**src/rtl/uart_tx_fifo.sv**
```systemverilog
// Transmit FIFO feeding uart_tx, drained on baud_x1 ticks when tx_ready.
// Define UART_TX_FIFO_CRLF_EN to send a CR before every stored LF.
module uart_tx_fifo #(
  parameter int DATA_WIDTH  = 8,
  parameter int ADDR_WIDTH  = 4,
  parameter int AFULL_LEVEL = 12
) (
  input  logic                  clk,
  input  logic                  reset,
  input  logic [DATA_WIDTH-1:0] wr_data,
  input  logic                  wr_en,
  output logic                  full,
  output logic                  almost_full,
  output logic                  empty,
  output logic [ADDR_WIDTH:0]   level,
  output logic                  overflow,
  input  logic                  clear_ovf,
  input  logic                  baud_x1,
  input  logic                  tx_ready,
  output logic [DATA_WIDTH-1:0] tx_data,
  output logic                  tx_strobe
);

  localparam int DEPTH = 2 ** ADDR_WIDTH;
  localparam logic [ADDR_WIDTH:0] FULL_LVL =
    (ADDR_WIDTH+1)'(DEPTH);
  localparam logic [ADDR_WIDTH:0] AFULL_LVL =
    (ADDR_WIDTH+1)'(AFULL_LEVEL);

  typedef enum logic [1:0] {
    IDLE,
    SEND,
    GAP
  } state_t;

  state_t state, state_n;

  logic [DATA_WIDTH-1:0] mem [DEPTH];
  logic [ADDR_WIDTH:0]   wr_ptr, rd_ptr;
  logic [DATA_WIDTH-1:0] head, data_n;
  logic                  push, pop, strobe_n;

`ifdef UART_TX_FIFO_CRLF_EN
  localparam logic [DATA_WIDTH-1:0] LF =
    DATA_WIDTH'(8'h0A);
  localparam logic [DATA_WIDTH-1:0] CR =
    DATA_WIDTH'(8'h0D);
  logic cr_pending, cr_n;
`endif

  assign level       = wr_ptr - rd_ptr;
  assign empty       = (level == '0);
  assign full        = (level == FULL_LVL);
  assign almost_full = (level >= AFULL_LVL);
  assign push        = wr_en && !full;
  assign head        = mem[rd_ptr[ADDR_WIDTH-1:0]];

  always_comb begin
    state_n  = state;
    strobe_n = tx_strobe;
    data_n   = tx_data;
    pop      = 1'b0;
`ifdef UART_TX_FIFO_CRLF_EN
    cr_n     = cr_pending;
`endif
    if (baud_x1) begin
      unique case (state)
        IDLE: begin
          if (!empty && tx_ready) begin
            strobe_n = 1'b1;
            state_n  = SEND;
`ifdef UART_TX_FIFO_CRLF_EN
            // CR goes out first; the LF stays queued
            if (head == LF && !cr_pending) begin
              data_n = CR;
              cr_n   = 1'b1;
            end else begin
              data_n = head;
              pop    = 1'b1;
              cr_n   = 1'b0;
            end
`else
            data_n = head;
            pop    = 1'b1;
`endif
          end
        end
        SEND: begin
          strobe_n = 1'b0;
          state_n  = GAP;
        end
        GAP: begin
          state_n = IDLE;
        end
        default: begin
          state_n = IDLE;
        end
      endcase
    end
  end

  always_ff @(posedge clk) begin
    if (reset) begin
      state     <= IDLE;
      wr_ptr    <= '0;
      rd_ptr    <= '0;
      tx_strobe <= 1'b0;
      tx_data   <= '0;
      overflow  <= 1'b0;
    end else begin
      state     <= state_n;
      tx_strobe <= strobe_n;
      tx_data   <= data_n;
      if (push) wr_ptr <= wr_ptr + 1'b1;
      if (pop)  rd_ptr <= rd_ptr + 1'b1;
      // a drop in the same clk beats the clear
      if (wr_en && full)  overflow <= 1'b1;
      else if (clear_ovf) overflow <= 1'b0;
    end
  end

`ifdef UART_TX_FIFO_CRLF_EN
  always_ff @(posedge clk) begin
    if (reset) cr_pending <= 1'b0;
    else       cr_pending <= cr_n;
  end
`endif

  always_ff @(posedge clk) begin
    if (push && !reset)
      mem[wr_ptr[ADDR_WIDTH-1:0]] <= wr_data;
  end

endmodule

```
**config.mk**
```make
export PLATFORM = sky130hd
export DESIGN_NAME = uart_tx_fifo
export DESIGN_NICKNAME = d
export VERILOG_FILES = /design/src/rtl/uart_tx_fifo.sv
export SDC_FILE = /design/constraint.sdc
export NUM_CORES = 1
export LEC_CHECK = 0
export ABC_CLOCK_PERIOD_IN_PS = 4800
export CORE_MARGIN = 4
export CORE_UTILIZATION = 50
export DETAILED_ROUTE_END_ITERATION = 6
export HOLD_SLACK_MARGIN = 0.1
export PLACE_DENSITY_LB_ADDON = 0.05
export SYNTH_ARGS = -nofsm -noshare
export SYNTH_HDL_FRONTEND = slang
export SYNTH_SLANG_ARGS = --single-unit
```
**constraint.sdc**
```tcl
create_clock -name clk -period 4.8 [get_ports clk]
set_input_delay 1.44 -clock clk [delete_from_list [all_inputs] [get_ports clk]]
set_output_delay 1.44 -clock clk [all_outputs]
set_load 0.05 [all_outputs]
```
==> results.txt <==
# placed instances: 561
Longest Clk Path Bufs: 2
Final setup viols: 0
Cell Chain, Critical Path: inv_1 -> ha_1 -> fa_1 -> nand2b_1 -> a21oi_2 -> xor2_1 -> inv_1 -> clkdlybuf4s50_1
met3 usage: 5.081%
Initial Util: 51.26%
remaining global-route overflow: 0
Reg2Reg Depth: 10
drt wl/cell: 21.59 um
critical path data arrival time: 3.08 ns
unrepaired setup endpoints after global routing: no
sequential fraction of the synthesis area: 69.58%
Slew headroom: 26.70%
die height: 119.0 um
worst endpoint required time: 3.36 ns
fmax: 0.2213 GHz
CTS tree: done
crit path launch: wr_ptr[0]
placed cell area: 6666 um^2
final hold slack: 0.4494 ns
max-slew violations: 0
VDD IR-drop max: 0.2852 mV
post-CTS setup buffer count: 0
CP Class: reg2out
dpl hpwl: 8190 um
vias per cell: 5.600
Max stage delay cell, worst path: clkdlybuf4s50_1
CTS Hold Buffers Added: 0
pin count of the biggest net entering global routing: 38
CTS clk-pin slew, worst paths: 0.06 ns
final wirelength: 12780 um
die area: 14150 um^2
Inserted Clock Buffers: 17
Max Cap Viol: 0
top post-synthesis cells by area: edfxtp_1 62%, dfxtp_1 7.2%, mux4_2 5.9%
Ports: 32
RePlAce Congestion: 0.7968
Avg Inst Size Synth: 16.08 um^2
ant diodes: 0
All-Layer GR Usage: 19.34%
Hold Path Stages: 2
crit path buf inv count: 3
H-tree depth: 4
R2R Path End: mem[0][0]
post-route setup slack: 0.2804 ns
hold worst-path end: tx_data[2]
met1 usage: 28.16%
NumNets Final: 457
FP Rows: 40
EDFF count, synth: 128
crit path max fanout: 4
critical path's top delay family: buffers and inverters
Finished Cell Area: 7238 um^2
Routed Antenna Nets: 0
Fin Clk Skew: 0.01155 ns
Core ar.: 12010 um^2
# clock sinks: 150
Reg-to-Reg Start: wr_ptr[0]
Synth cell types: 40
cell with the most instances after synthesis: edfxtp_1
status: finished clean
Syn Std Cell Area: 6157 um^2
input/output buffers: 31
chip width: 119.0 um
FF+latch area: 4287 um^2
ys async rst share: 0%
fin cells: 592
initial antenna violation count: 0
clk_lat worst skew: 0.42 ns
syn_nets: 407
CP Depth: 8
Top cell by count, worst path: inv_1
vias in the first global route: 3384
Layout area overhead: 17.56%
period utilization: 94.16%
share of layout cells above drive strength 1: 18.20%
flip-flop and latch count after synthesis: 150
1st-iter DRT viols: 281
met2 Resource Use GR: 28.60%
Clock Tree Root: clkbuf_16
Synthesis Warnings: 0
cell area power density: 493.4 nW/um^2
Synth Flop Type: edfxtp_1
Slew @ Worst Pin: 1.091 ns
Hold Violations, Final: 0
top cells by count, synth: 128 x edfxtp_1, 26 x mux2i_1, 22 x dfxtp_1
global route hottest layer: met2
Pleak: 2.388 nW
Worst path max stage delay: 0.73 ns
min-delay src: tx_data[2]
minimum clock period: 4.520 ns
setup TNS: 0 ns
total power: 3.571 mW
most area-hungry cell type in the Yosys netlist: edfxtp_1
via count: 3315
pre-CTS setup slack: 0.5156 ns
crit path launch type: flop
Multi-input gate area: 1723 um^2
Detailed Routing Iterations Pass 1: 4
first-pass GRT wire length: 19970 um
Hold Path Class: reg2reg
Synth top area share: 62.43%
Mapped Cells: 383
Remaining DRCs: 0
reg-to-reg slack, setup: 1.33 ns
final-layout fill cell count: 961
CP endpoint kind: primary output
utilization after layout: 60.26%
==> cell usage in the layout, fill, tap and decap left out, types with 2 or more instances in the layout <==
cell type / instances
a21oi_1: 21
a21oi_2: 3
a22o_1: 8
buf_4: 17
bufinv_16: 3
clkbuf_1: 2
clkbuf_16: 17
clkdlybuf4s50_1: 29
clkinv_1: 3
clkinv_2: 4
clkinvlp_4: 2
dfxtp_1: 20
dfxtp_2: 2
edfxtp_1: 128
ha_1: 9
inv_1: 12
mux2_2: 8
mux2i_1: 26
mux4_2: 16
nand2_1: 18
nand2b_1: 4
nand3_1: 4
nor2_1: 16
nor2b_1: 3
nor3_1: 16
o21ai_0: 8
o21ai_1: 4
o22ai_1: 8
o31ai_2: 2
or3_1: 14
xnor2_1: 3
xor2_1: 2
==> logic make-up (layout without fill, tap and decap cells) <==
kind of cell / Yosys count / after routing / share of synthesized area [%]
xor+xnor: 7 / 7 / 1.240
mux: 51 / 51 / 11.73
compound gates: 57 / 57 / 6.178
buf+inv: 28 / 90 / 2.438
flops: 150 / 150 / 69.58
simple gates: 80 / 80 / 6.686
fa+ha+maj: 10 / 10 / 2.154
==> power by group <==
| part | leakage (nW) | internal (mW) | switching, mW | total (mW) |
|---|---|---|---|---|
| Combinational | 0.781 | 0.295 | 0.512 | 0.807 |
| Sequential | 1.33 | 1.46 | 0.0206 | 1.48 |
| Clock | 0.275 | 0.804 | 0.482 | 1.29 |
| Total | 2.39 | 2.56 | 1.01 | 3.57 |
==> final cells by class <==
class                           count  area share (%)
Multi-Input combinational cell    205           23.80
Inverter                           12          0.6223
Timing Repair Buffer               47           5.946
Clock inverter                     12           1.884
Sequential cell                   150           59.22
Clock buffer                       19           5.981
Tap cell                          147           2.541
==> timing repair <==
item | 4_1_cts | 5_1_grt
setup endpoints to repair | 0 | 1
resized for setup | 0 | 1
endpoints found under the hold margin | 0 | 0
==> worst min-delay path, stage by stage, from the launching register on <==
cell	delay, ns
dfxtp_1	0.30
nand2_1	0.05
a21oi_1	0.05
==> how the worst max path moves through the flow <==
stage | slack (ns) | endpoint
global route | 0.05 | level[4]
CTS | 0.06 | full
finish | 0.28 | level[4]
floorplan | 0.19 | full
global placement | 0.57 | full
detailed placement | 0.52 | full
==> flip-flops by register name, summed over array words and instances, names as in the netlist <==
signal,count
tx_strobe,1
overflow,1
rd_ptr,5
mem,128
state,2
wr_ptr,5
tx_data,8
==> per-layer routing <==
| metal | wire (um) | vias to the layer above |
|---|---|---|
| met5 | 0 | - |
| met3 | 611 | 6 |
| met4 | 93 | 0 |
| li1 | - | 1580 |
| met2 | 6075 | 83 |
| met1 | 6002 | 1646 |
No activity file was read; power rests on OpenSTA's default activity.
